**config.mk**
```make
export PLATFORM = sky130hd
export DESIGN_NAME = vga_fb_arbiter
export DESIGN_NICKNAME = d
export VERILOG_FILES = /design/src/rtl/vga_fb_arbiter.sv
export SDC_FILE = /design/constraint.sdc
export NUM_CORES = 1
export LEC_CHECK = 0
export BUFFER_PORTS_ARGS = -buffer_cell sky130_fd_sc_hd__buf_4
export CAP_MARGIN = 20
export CORE_ASPECT_RATIO = 0.9
export CORE_UTILIZATION = 32
export CTS_CLUSTER_DIAMETER = 60
export DETAILED_ROUTE_END_ITERATION = 12
export PLACE_DENSITY = 0.63
export SLEW_MARGIN = 20
export SYNTH_ARGS = -nofsm -noshare
export SYNTH_HDL_FRONTEND = slang
export SYNTH_SLANG_ARGS = --single-unit
```
**constraint.sdc**
```tcl
create_clock -name clk -period 10.39 [get_ports clk]
set_clock_uncertainty 0.15 [all_clocks]
set_input_delay 2.078 -clock clk [delete_from_list [all_inputs] [get_ports clk]]
set_output_delay 2.078 -clock clk [all_outputs]
set_load 0.05 [all_outputs]
```
**src/rtl/vga_fb_arbiter.sv**
```systemverilog
// Framebuffer port arbiter for a 4x-scaled 160x120 RGB332 VGA display.
// Display fetches win every 4th visible pixel; writer requests fill the other cycles.
module vga_fb_arbiter #(
    parameter int unsigned HBP  = 144,
    parameter int unsigned VBP  = 31,
    parameter int unsigned FB_W = 160,
    parameter int unsigned FB_H = 120
) (
    input  logic        clk,
    input  logic        clr_n,
    input  logic [9:0]  hc,
    input  logic [9:0]  vc,
    input  logic        vidon,
    input  logic        hsync_in,
    input  logic        vsync_in,
    input  logic        wr_req,
    input  logic [14:0] wr_addr,
    input  logic [7:0]  wr_data,
    input  logic        wr_blank_only,
    output logic        wr_ack,
    output logic [14:0] mem_addr,
    output logic        mem_we,
    output logic [7:0]  mem_wdata,
    input  logic [7:0]  mem_rdata,
    output logic        hsync,
    output logic        vsync,
    output logic [2:0]  red,
    output logic [2:0]  green,
    output logic [1:0]  blue,
    output logic        frame_start
);

    localparam int unsigned ADDR_W = $clog2(FB_W * FB_H);
    localparam int unsigned PIX_W  = 8;
    localparam int unsigned PIPE_N = 3;

    typedef enum logic [1:0] {
        IDLE = 2'd0,
        DISP = 2'd1,
        WR   = 2'd2
    } state_e;

    state_e              state_q, state_d;
    logic [ADDR_W-1:0]   mem_addr_q, mem_addr_d;
    logic                mem_we_q, mem_we_d;
    logic [PIX_W-1:0]    mem_wdata_q, mem_wdata_d;
    logic                wr_ack_q, wr_ack_d;
    logic [1:0]          vid_q;
    logic [PIPE_N-1:0]   hs_q, vs_q;
    logic                ld_q;
    logic [PIX_W-1:0]    pix_q, pix_d;
    logic [PIX_W-1:0]    rgb_q, rgb_d;
    logic                fs_q;

    logic [9:0]          px;
    logic [7:0]          gx, gy;
    logic [ADDR_W-1:0]   disp_addr;
    logic                disp_slot;
    logic                wr_ok;

    // Scaled framebuffer address: gy*160 + gx as (gy<<7) + (gy<<5) + gx
    always_comb begin
        px        = hc - 10'(HBP);
        gx        = px[9:2];
        gy        = 8'((vc - 10'(VBP)) >> 2);
        disp_addr = ADDR_W'({gy, 7'b0}) + ADDR_W'({gy, 5'b0}) + ADDR_W'(gx);
        disp_slot = vidon && (px[1:0] == 2'b00);
        wr_ok     = wr_req && (state_q != WR) && (!wr_blank_only || !vidon);
    end

    // Next-state and registered memory-port values
    always_comb begin
        state_d     = IDLE;
        mem_addr_d  = mem_addr_q;
        mem_we_d    = 1'b0;
        mem_wdata_d = mem_wdata_q;
        wr_ack_d    = 1'b0;
        if (disp_slot) begin
            state_d    = DISP;
            mem_addr_d = disp_addr;
        end else if (wr_ok) begin
            state_d     = WR;
            mem_addr_d  = wr_addr;
            mem_wdata_d = wr_data;
            mem_we_d    = 1'b1;
            wr_ack_d    = 1'b1;
        end
    end

    // Pixel capture two cycles after a fetch; colour blanked by the delayed vidon
    always_comb begin
        pix_d = ld_q ? mem_rdata : pix_q;
        rgb_d = vid_q[1] ? pix_d : '0;
    end

    always_ff @(posedge clk) begin
        if (!clr_n) begin
            state_q     <= IDLE;
            mem_addr_q  <= '0;
            mem_we_q    <= 1'b0;
            mem_wdata_q <= '0;
            wr_ack_q    <= 1'b0;
            vid_q       <= '0;
            hs_q        <= '0;
            vs_q        <= '0;
            ld_q        <= 1'b0;
            pix_q       <= '0;
            rgb_q       <= '0;
            fs_q        <= 1'b0;
        end else begin
            state_q     <= state_d;
            mem_addr_q  <= mem_addr_d;
            mem_we_q    <= mem_we_d;
            mem_wdata_q <= mem_wdata_d;
            wr_ack_q    <= wr_ack_d;
            vid_q       <= {vid_q[0], vidon};
            hs_q        <= {hs_q[PIPE_N-2:0], hsync_in};
            vs_q        <= {vs_q[PIPE_N-2:0], vsync_in};
            ld_q        <= (state_q == DISP);
            pix_q       <= pix_d;
            rgb_q       <= rgb_d;
            fs_q        <= (hc == 10'd0) && (vc == 10'd0);
        end
    end

    assign wr_ack      = wr_ack_q;
    assign mem_addr    = mem_addr_q;
    assign mem_we      = mem_we_q;
    assign mem_wdata   = mem_wdata_q;
    assign hsync       = hs_q[PIPE_N-1];
    assign vsync       = vs_q[PIPE_N-1];
    assign red         = rgb_q[7:5];
    assign green       = rgb_q[4:2];
    assign blue        = rgb_q[1:0];
    assign frame_start = fs_q;

endmodule

```
* Word-level counts from Yosys, hierarchy flattened
Cells that the tools add are included.
Widths: inputs -> output; s select.
** Storage, ports and cells
- Memories kept :: 0
- Input port bits :: 58
- Register bits :: 52
- Bits in latches :: 0
- Memory bits (writable) :: 0
- Memory bits (read-only) :: 0
- Output and inout port bits :: 36
- Logic and storage cells :: 40
** Cells by class
- Eq/ne operators :: 2
- Shifts and indexed selects :: 0
- Reductions and logical operators :: 14
- Bitwise gates (word level) :: 2
- Add/subtract/negate cells :: 4
- Muxes and demuxes :: 6
- Divide/modulo/power cells :: 0
- Magnitude comparators :: 0
- Multipliers :: 0
** Operators by type and width (count)
- $mux 15 :: 2
- $logic_not 10->1 :: 2
- $add 15x13->15 :: 1
- $add 15x8->15 :: 1
- $sub 10x5->10 const B :: 1
- $sub 10x8->10 const B :: 1
- $mux 8 :: 1
- $logic_and 1x1->1 :: 4
- $reduce_and 2->1 :: 2
- $eq 2x1->1 const B :: 1
- $logic_not 1->1 :: 2
- $logic_not 2->1 :: 1
- $mux 1 :: 2
- $mux 2 :: 1
- $ne 2x2->1 const B :: 1
- $not 1->1 :: 2
- $reduce_bool 2->1 :: 1
- $reduce_or 2->1 :: 1
- $logic_or 1x1->1 :: 1

* Logic depth before layout (Yosys ltp)
Gate-level depths: netlist of run 1.
- Depth after elaboration :: 5
- Gate-level depth with buffers :: 13
- Mapped depth without buffers :: 13

* Worst setup path before layout of run 1
Ideal clock, no wire load.
- Path type :: input-to-reg
- Start point :: input port hc[4]
- End point :: register mem_addr_q[14], in the netlist mem_addr[14]
- Slack :: 5552 ps
- Stages :: 11
- Data required time :: 10124 ps
- Library setup time :: 116 ps
- Arrival :: 4571 ps
- Path buffers :: 0
- Cells stage by stage :: or3_1 a21oi_1 xnor2_1 fa_1 inv_1 fa_1 a211oi_1 o21ai_0 a21oi_1 xnor2_1 o211a_1
** On the way
- Word-level cells in the longest chain between the ends :: 3
** Ends and longest elaborated chain
- start, declared :: line 11 : input logic [9:0] hc,
- $sub 10x8->10 :: line 63 : px = hc - 10'(HBP);
- $add 15x8->15 :: line 66 : disp_addr = ADDR_W'({gy, 7'b0}) + ADDR_W'({gy, 5'b0}) + ADDR_W'(gx);
- $mux 15 :: line 78 : if (disp_slot) begin
- end signal, assigned :: line 112 : mem_addr_q <= mem_addr_d;
- end, declared :: line 44 : logic [ADDR_W-1:0] mem_addr_q, mem_addr_d;
No other way between the ends.
A chain may end at the register's enable or synchronous reset.

* Worst setup path in the final report of run 1
Same ends and word-level chain as after synthesis.

==> flow_summary.json, run 1 <==
{
  "status": "completed",
  "arrival_ns": 4.83,
  "cts_tree": "yes",
  "grt_pass1_wl_um": 8707,
  "cap_violations": 0,
  "power.internal_uw": 322.2,
  "ctsResizeCount": 0,
  "cts_buffers": 5,
  "synth-main-ff-cell": "dfxtp_1",
  "final.period_utilization_pct": 45.98,
  "hold_viol": 0,
  "antenna_found_initial": 0,
  "required_ns": 10.44,
  "grt_setup_unrepaired": "no",
  "clock_sinks": 51,
  "crit_path_end_kind": "flop",
  "synth_top_cell_by_area": "dfxtp_1",
  "grt_max_degree": 37,
  "clkTransAtPathRegs_ns": 0.10,
  "diodes": 0,
  "critPathLaunchType": "primary input",
  "hold_class": "flop to flop",
  "vias": 2059,
  "wl_per_cell_um": 12.81,
  "fin_ws_ns": 5.612,
  "dpl_worst_slack_ns": 5.279,
  "port_buffers": 93,
  "die_width_um": 94.98,
  "switchingPower_uw": 155.9,
  "setup-tns-final_ns": 0,
  "finalSetupViolations": 0,
  "yosysWarnings": 0,
  "synth_edf_count": 0,
  "p_clk_share_pct": 25.3,
  "die_h_um": 85.68,
  "postCtsHoldBufs": 0,
  "tightest_slew_ns": 0.7628,
  "cts_max_path_buffers": 2,
  "drive_above_1_share_pct": 30.11,
  "syn_avg_cell_area_sq_um": 9.651,
  "clock_latency_ns": 0.30,
  "wl_um": 5741,
  "seqPwrFrac_pct": 43.9,
  "post-dp-hpwl_um": 4514,
  "h-tree-depth": 2,
  "syn-num-nets": 335,
  "dpl_cell_area_sq_um": 3273,
  "fp.dieArea_sq_um": 8138,
  "ant_nets": 0,
  "rows": 30,
  "grt_pass1_vias": 1937,
  "place_congestion": 0.8372,
  "vias_per_cell": 4.596,
  "start_util_pct": 33.00,
  "synthTopCellsByArea": "dfxtp_1 41%, mux2i_1 9.2%, ha_1 8.5%",
  "dr.pass1.iters": 4,
  "synth_top_area_share_pct": 41.01,
  "root_buffer": "clkbuf_8",
  "slew_viol_final": 0,
  "stdcell_area_sq_um": 3383,
  "io-pin-count": 94,
  "synth_cell_type_count": 37,
  "drc": 0,
  "p_per_area_nw_per_um2": 141.3,
  "grt_util_all_layers_pct": 13.68,
  "p_comb_share_pct": 30.8,
  "syn_to_final_growth_pct": 35.88,
  "core_sq_um": 7545,
  "nets": 428,
  "relSlewSlack_pct": 49.14,
  "period_needed_ns": 4.778,
  "drt_iter0_drc": 52,
  "grt_overflow": 0,
  "netlist_area_sq_um": 2490,
  "switching_share_pct": 32.61,
  "synth-seq-area-share_pct": 41.01,
  "criticalPathCategory": "primary input to flop",
  "synthCells": 258,
  "ys_ff_latch": 51,
  "synth-async-reset-ratio_pct": 0,
  "max_freq_mhz": 209.3,
  "path_max_fanout": 3,
  "synth_common_cells": "51 x dfxtp_1, 36 x nand2_1, 23 x mux2i_1",
  "p_leak_nw": 1.632,
  "post_cts_buffers": 0,
  "vdd.ir_drop.worst_v": 0.00005242,
  "post-synth-top-count-cell": "dfxtp_1"
}
placed cells by master (no fill, tap or decap), types with 2 or more instances in the layout:
cell type,instances
buf_4,93
dfxtp_1,51
nand2_1,36
mux2i_1,23
and2_1,18
ha_1,17
xor2_1,10
inv_1,9
nor2b_1,9
nor2_1,8
a21boi_0,8
a21oi_1,7
xnor2_1,7
o22ai_1,7
o211a_1,7
clkbuf_8,6
o21ai_0,4
nor3_1,4
nand3_1,3
nor4_1,3
nand2b_1,2
o211ai_1,2
fa_1,2
critical path, cell delays in order:
cell	delay [ns]
buf_4	0.12
or3_1	0.39
a21oi_1	0.19
xnor2_1	0.10
fa_1	0.50
inv_1	0.06
fa_1	0.48
a211oi_1	0.30
o21ai_0	0.13
a21oi_1	0.18
xnor2_1	0.08
o211a_1	0.21
metrics by stage:
step	std cells	util [%]	power, mW	hold WS, ns
floorplan	258	-	0.3129	0.2619
global placement	439	43.38	0.3615	0.2650
CTS	447	44.69	0.4874	0.2911
global route	448	44.84	0.5081	0.3117
detailed placement	439	43.38	0.3635	0.2679
finish	448	44.84	0.4781	0.2878
final timing paths:
check	from	depth (start not counted)	to	slack, ns
setup / recovery	hc[4]	12	mem_addr[14]	5.61
hold / removal	vs_q[1]	1	vs_q[2]	0.29
setup reg to reg	state_q[1]	5	mem_wdata[3]	8.15
hold reg to reg	vs_q[1]	1	vs_q[2]	0.29
logic make-up after synthesis:
family | share of synthesized area (%)
AND/OR/NAND/NOR | 18.14
flip-flops | 41.01
AO/OA/AOI/OAI | 12.06
multiplexers | 9.246
adder cells (fa/ha/maj) | 10.15
XOR/XNOR | 6.633
buffers and inverters | 2.764
area by class of cell:
type / instances / area (sq um)
fill: 746 / 4161
multi-input combinational: 190 / 1400
sequential: 51 / 1021
timing repair buffer: 94 / 709.4
tap: 96 / 120.1
clock buffer: 6 / 82.58
inverter: 9 / 33.78
clock inverter: 2 / 16.27
power by group through the flow:
stage	combinational [mW]	sequential [mW]	clock, mW
floorplan	0.0721	0.241	0
global placement	0.147	0.214	0
detailed placement	0.149	0.215	0
CTS	0.149	0.210	0.128
global route	0.161	0.211	0.136
finish	0.147	0.210	0.121
registers in the layout, summed over array words and instances, names as in the netlist:
name,count
vs_q,3
vid_q,2
mem_addr,15
frame_start,1
state_q,2
rgb_q,8
hs_q,3
mem_wdata,8
ld_q,1
pix_q,8
metal layers:
metal	up-vias	track usage, %	routed length, um
met1	918	17.61	2583
met5	-	0	0
met3	3	3.191	438
met2	71	23.61	2683
met4	0	2.066	36
li1	1067	-	-
No activity file was read; power rests on OpenSTA's default activity.
==> run 2: changes to the inputs <==
ABC_AREA = 1   (was default)
PLACE_DENSITY = 0.65   (was 0.63)
clock period = 4 ns   (was 10.39 ns; I/O delays follow)
==> flow_summary.json, run 2 <==
{
  "synth_top_area_share_pct": 40.06,
  "clock_latency_ns": 0.30,
  "die_h_um": 86.67,
  "synth-main-ff-cell": "dfxtp_1",
  "clock_sinks": 51,
  "final_common_cell": "buf_4",
  "path_max_fanout": 4,
  "vias_per_cell": 4.462,
  "grt_setup_unrepaired": "no",
  "setup-tns-final_ns": 0,
  "synth_edf_count": 0,
  "reg2reg_to": "mem_addr[4]",
  "whs_ns": 0.2671,
  "hold_path_depth": 2,
  "dr.pass1.iters": 4,
  "synth_cell_type_count": 39,
  "ctsResizeCount": 0,
  "wl_per_cell_um": 12.09,
  "p_per_area_nw_per_um2": 362.6,
  "max_freq_mhz": 322.1,
  "cap_violations": 0,
  "crit_path_end_kind": "flop",
  "largest_reg_flops": 15,
  "grt_pass1_wl_um": 9922,
  "cts_tree": "yes",
  "whs_endpoint": "hs_q[2]",
  "grt_overflow": 0,
  "postCtsHoldBufs": 0,
  "hold_class": "flop to flop",
  "grt_max_degree": 25,
  "place_congestion": 0.8573,
  "grt_util_all_layers_pct": 15.30,
  "synth_top_cell_by_area": "dfxtp_1",
  "period_needed_ns": 3.105,
  "synth-async-reset-ratio_pct": 0,
  "ys_ff_latch": 51,
  "layout_common_cells": "93 x buf_4, 70 x nand2_1, 51 x dfxtp_1",
  "vdd.ir_drop.worst_v": 0.0001555,
  "netlist_area_sq_um": 2549,
  "wl_um": 6225,
  "fp.dieArea_sq_um": 8326,
  "ant_nets": 0,
  "synth_common_cells": "70 x nand2_1, 51 x dfxtp_1, 45 x nor2_1",
  "post-synth-top-count-cell": "nand2_1",
  "critPathMaxStageDelay_ns": 0.53,
  "status": "completed",
  "p_leak_nw": 1.741,
  "syn-num-nets": 401,
  "rows": 30,
  "root_buffer": "clkbuf_8",
  "crit_chain": "buf_4 > nand2_1 > nor2_1 > nand2_1 > inv_1 > nor2_1 > inv_1 > fa_1 > inv_1 > fa_1 > nand2_1 > nand2_1 > nand2_1 > nor2_1 > nor2_1 > xor2_1 > o21ai_1",
  "cts_max_path_buffers": 2,
  "critPathLaunchType": "primary input",
  "vias": 2298,
  "cts_buffers": 5,
  "synthTopCellsByArea": "dfxtp_1 40%, nand2_1 10%, ha_1 8.3%",
  "r2r-start": "state_q[1]",
  "yosysWarnings": 0,
  "slew_viol_final": 0,
  "relSlewSlack_pct": 68.04,
  "reg2reg_setup_slack_ns": 2.56,
  "post_cts_buffers": 0,
  "syn_to_final_growth_pct": 34.81,
  "r2r_cells": 7,
  "crit_top_cell": "nand2_1",
  "arrival_ns": 3.15,
  "holdCritStartpoint": "hs_q[1]",
  "cp_slowest_cell": "fa_1",
  "stdcell_count": 515,
  "nets": 495,
  "tightest_slew_ns": 0.4787,
  "required_ns": 4.04,
  "drt_iter0_drc": 62,
  "start_util_pct": 33.45,
  "final.period_utilization_pct": 77.61,
  "synthCells": 324,
  "placed_cells": 507,
  "die_width_um": 96.07,
  "diodes": 0,
  "post-dp-hpwl_um": 5097,
  "clkTransAtPathRegs_ns": 0.09,
  "synth-seq-area-share_pct": 40.06,
  "h-tree-depth": 2,
  "core_sq_um": 7620,
  "drive_above_1_share_pct": 28.64,
  "criticalPathCategory": "primary input to flop",
  "final_util_pct": 45.09,
  "drc": 0,
  "antenna_found_initial": 0,
  "port_buffers": 93,
  "finalSetupViolations": 0,
  "io-pin-count": 94,
  "grt_pass1_vias": 2151,
  "syn_avg_cell_area_sq_um": 7.866,
  "hold_viol": 0
}
## run 2: kinds of logic after synthesis
family,after synthesis,synth area share [%]
and+or+nand+nor,153,27.59
AOI/OAI and AO/OA,37,8.738
buffers and inverters,49,8.149
adders and majority gates,19,9.916
muxes,8,3.142
DFF,51,40.06
xor gates and xnor gates,7,2.406
## run 2: per-stage QoR
step	setup WS [ns]	power [mW]	instance area, sq um
3_5_place_dp	0.5801	0.9334	3332
6_report	0.8955	1.246	3436
2_1_floorplan	0.8782	0.8092	2549
4_1_cts	0.9120	1.261	3436
5_1_grt	0.6843	1.316	3436
3_3_place_gp	0.6364	0.9283	3332
## run 2: final cells by class
cell class / instances / area, sq um
Timing Repair Buffer: 93 / 698.2
Sequential cell: 51 / 1021
Clock inverter: 1 / 7.507
Fill cell: 754 / 4184
Tap cell: 96 / 120.1
Inverter: 43 / 172.7
Clock buffer: 7 / 96.34
Multi-Input combinational cell: 224 / 1320
## run 2: critical path: cells and delay by family
kind / cells / cell delay [ns]
buffers and inverters: 4 / 0.34
adder cells (fa/ha/maj): 2 / 0.97
XOR/XNOR: 1 / 0.15
AND/OR/NAND/NOR: 9 / 0.84
AO/OA/AOI/OAI: 1 / 0.06
## run 2: per-layer routing
metal  track usage (%)  vias up  part of all wire [%]
met1             21.17     1004                    49
met5                 0        -                     0
li1                  -     1227                     -
met2             23.53       65                    43
met3             3.860        2                   6.8
met4             4.071        0                  0.37
## run 2: how the worst max path moves through the flow
stage / from / to
after CTS: vc[1] / mem_addr[12]
after global routing: vc[1] / mem_addr[12]
after detailed placement: vc[1] / mem_addr[12]
after global placement: vc[1] / mem_addr[12]
after floorplan: vc[1] / mem_addr[12]
final: vc[1] / mem_addr[12]
## run 2: where the power goes
| part | switching, mW | total, mW | internal, mW |
|---|---|---|---|
| Sequential | 0.0125 | 0.546 | 0.534 |
| Combinational | 0.232 | 0.374 | 0.142 |
| Clock | 0.168 | 0.325 | 0.158 |
| Total | 0.412 | 1.25 | 0.834 |
==> run 3: changes to the inputs <==
ABC_AREA = 0   (was 1)
PLACE_DENSITY = 0.63   (was 0.65)
clock period = 2.9 ns   (was 4 ns; I/O delays follow)
==> flow_summary.json, run 3 (same netlist as run 1, synthesis figures left out) <==
{
  "vias_per_cell": 4.482,
  "criticalPathCategory": "primary input to flop",
  "grt.met1_usage_pct": 18.04,
  "p_clk_share_pct": 23.8,
  "violations": "setup timing",
  "drt_iter0_drc": 49,
  "busiest_layer": "met2",
  "layout_common_cells": "129 x buf_4, 51 x dfxtp_1, 36 x nand2_1",
  "fin_ws_ns": -0.02605,
  "hold_path_depth": 1,
  "stdcell_count": 485,
  "final.fill_count": 721,
  "nets": 465,
  "wl_um": 5707,
  "arrival_ns": 2.98,
  "path_max_fanout": 3,
  "grt_util_all_layers_pct": 14.46,
  "cts_max_path_buffers": 2,
  "final_common_cell": "buf_4",
  "max_freq_mhz": 341.8,
  "wl_per_cell_um": 11.77,
  "hold_class": "flop to flop",
  "root_buffer": "clkbuf_8",
  "p_leak_nw": 1.824,
  "start_util_pct": 33.00,
  "setup-tns-final_ns": -0.02640,
  "whs_ns": 0.2902,
  "ant_nets": 0,
  "clkTransAtPathRegs_ns": 0.09,
  "diodes": 0,
  "grt_overflow": 0,
  "crit_path_end_kind": "flop",
  "grt_setup_unrepaired": "yes",
  "finalSetupViolations": 2,
  "postCtsHoldBufs": 0,
  "relSlewSlack_pct": 68.75,
  "slew_viol_final": 0,
  "clock_sinks": 51,
  "drc": 0,
  "switchingPower_uw": 586.5,
  "status": "finished, violations left",
  "io-pin-count": 94,
  "drive_above_1_share_pct": 40.62,
  "port_buffers": 93,
  "critPathLaunchType": "primary input",
  "tightest_slew_ns": 0.4680,
  "placed_cells": 475,
  "power.internal_mw": 1.203,
  "seqPwrFrac_pct": 42.0,
  "period_needed_ns": 2.926,
  "dr.pass1.iters": 4,
  "p_comb_share_pct": 34.2,
  "grt_max_degree": 37,
  "die_width_um": 94.98,
  "r2r_cells": 6,
  "clock_latency_ns": 0.30,
  "die_h_um": 85.68,
  "largest_reg_flops": 15,
  "final.period_utilization_pct": 100.9,
  "grt_pass1_wl_um": 9211,
  "core_sq_um": 7545,
  "rows": 30,
  "switching_share_pct": 32.78,
  "grt_pass1_vias": 2054,
  "cts_buffers": 5,
  "required_ns": 2.95,
  "cts_tree": "yes",
  "hold_viol": 0,
  "cap_violations": 0,
  "syn_to_final_growth_pct": 49.50,
  "place_congestion": 0.8410,
  "dpl_worst_slack_ns": -0.4404,
  "antenna_found_initial": 0,
  "p_per_area_nw_per_um2": 480.6,
  "use_met2_pct": 24.07,
  "fp.dieArea_sq_um": 8138,
  "power_mw": 1.789,
  "vdd.ir_drop.worst_v": 0.0002173,
  "h-tree-depth": 2,
  "post-dp-hpwl_um": 4653,
  "vias": 2174,
  "use_met3_pct": 3.457
}
[run 3: cell count changes in the layout (fill, tap and decap cells not counted), sizes merged, moves of 15 or more]
cell / change
and2: +18
buf: +38
inv: -31
mux2i: +15
nand2: -39
nor2: -41
[run 3: timing repair]
item | in CTS | in global routing
buffers inserted | 1 | 1
setup endpoints to repair | 3 | 6
pin swaps | 4 | 7
resized for setup | 3 | 8
[run 3: metrics by stage]
stage          util [%]  area [sq um]
2_1_floorplan         -          2514
3_3_place_gp      47.28          3567
3_5_place_dp      47.28          3567
4_1_cts           48.74          3677
5_1_grt           49.34          3722
6_report          49.34          3722
[run 3: cell type report]
cell class                      count  area, sq um  area share, %
Clock buffer                        5        68.82          1.849
Tap cell                           96        120.1          3.227
Inverter                            9        33.78         0.9076
Sequential cell                    51         1021          27.43
Clock inverter                      3        26.28         0.7059
Timing Repair Buffer              131        991.0          26.62
Multi-Input combinational cell    190         1461          39.26
[run 3: worst paths after layout]
path,start,end,slack [ns]
max,hc[4],mem_addr[14],-0.03
min,hs_q[0],hs_q[1],0.29
max reg2reg,state_q[1],mem_addr[14],1.19
min reg2reg,hs_q[0],hs_q[1],0.29
[run 3: power groups by stage]
| stage | registers [mW] | logic [mW] | clock network, mW |
|---|---|---|---|
| 2_1_floorplan | 0.863 | 0.271 | 0 |
| 3_3_place_gp | 0.768 | 0.604 | 0 |
| 3_5_place_dp | 0.769 | 0.606 | 0 |
| 4_1_cts | 0.753 | 0.612 | 0.443 |
| 5_1_grt | 0.757 | 0.672 | 0.471 |
| 6_report | 0.752 | 0.611 | 0.426 |
[run 3: worst max-delay path, cell delays in order]
cell and delay, ns:
buf_6 0.09, or3_4 0.38, a21oi_2 0.14, xnor2_1 0.10, fa_1 0.50, inv_2 0.05, fa_2 0.34, a211oi_2 0.27
o21ai_1 0.11, a21oi_2 0.14, xnor2_1 0.09, o211a_1 0.20
[run 3: metal layers]
layer	vias up	part of all wire, %
li1	1146	-
met1	958	46
met2	65	46
met3	5	6.4
met4	0	1.1
met5	-	0
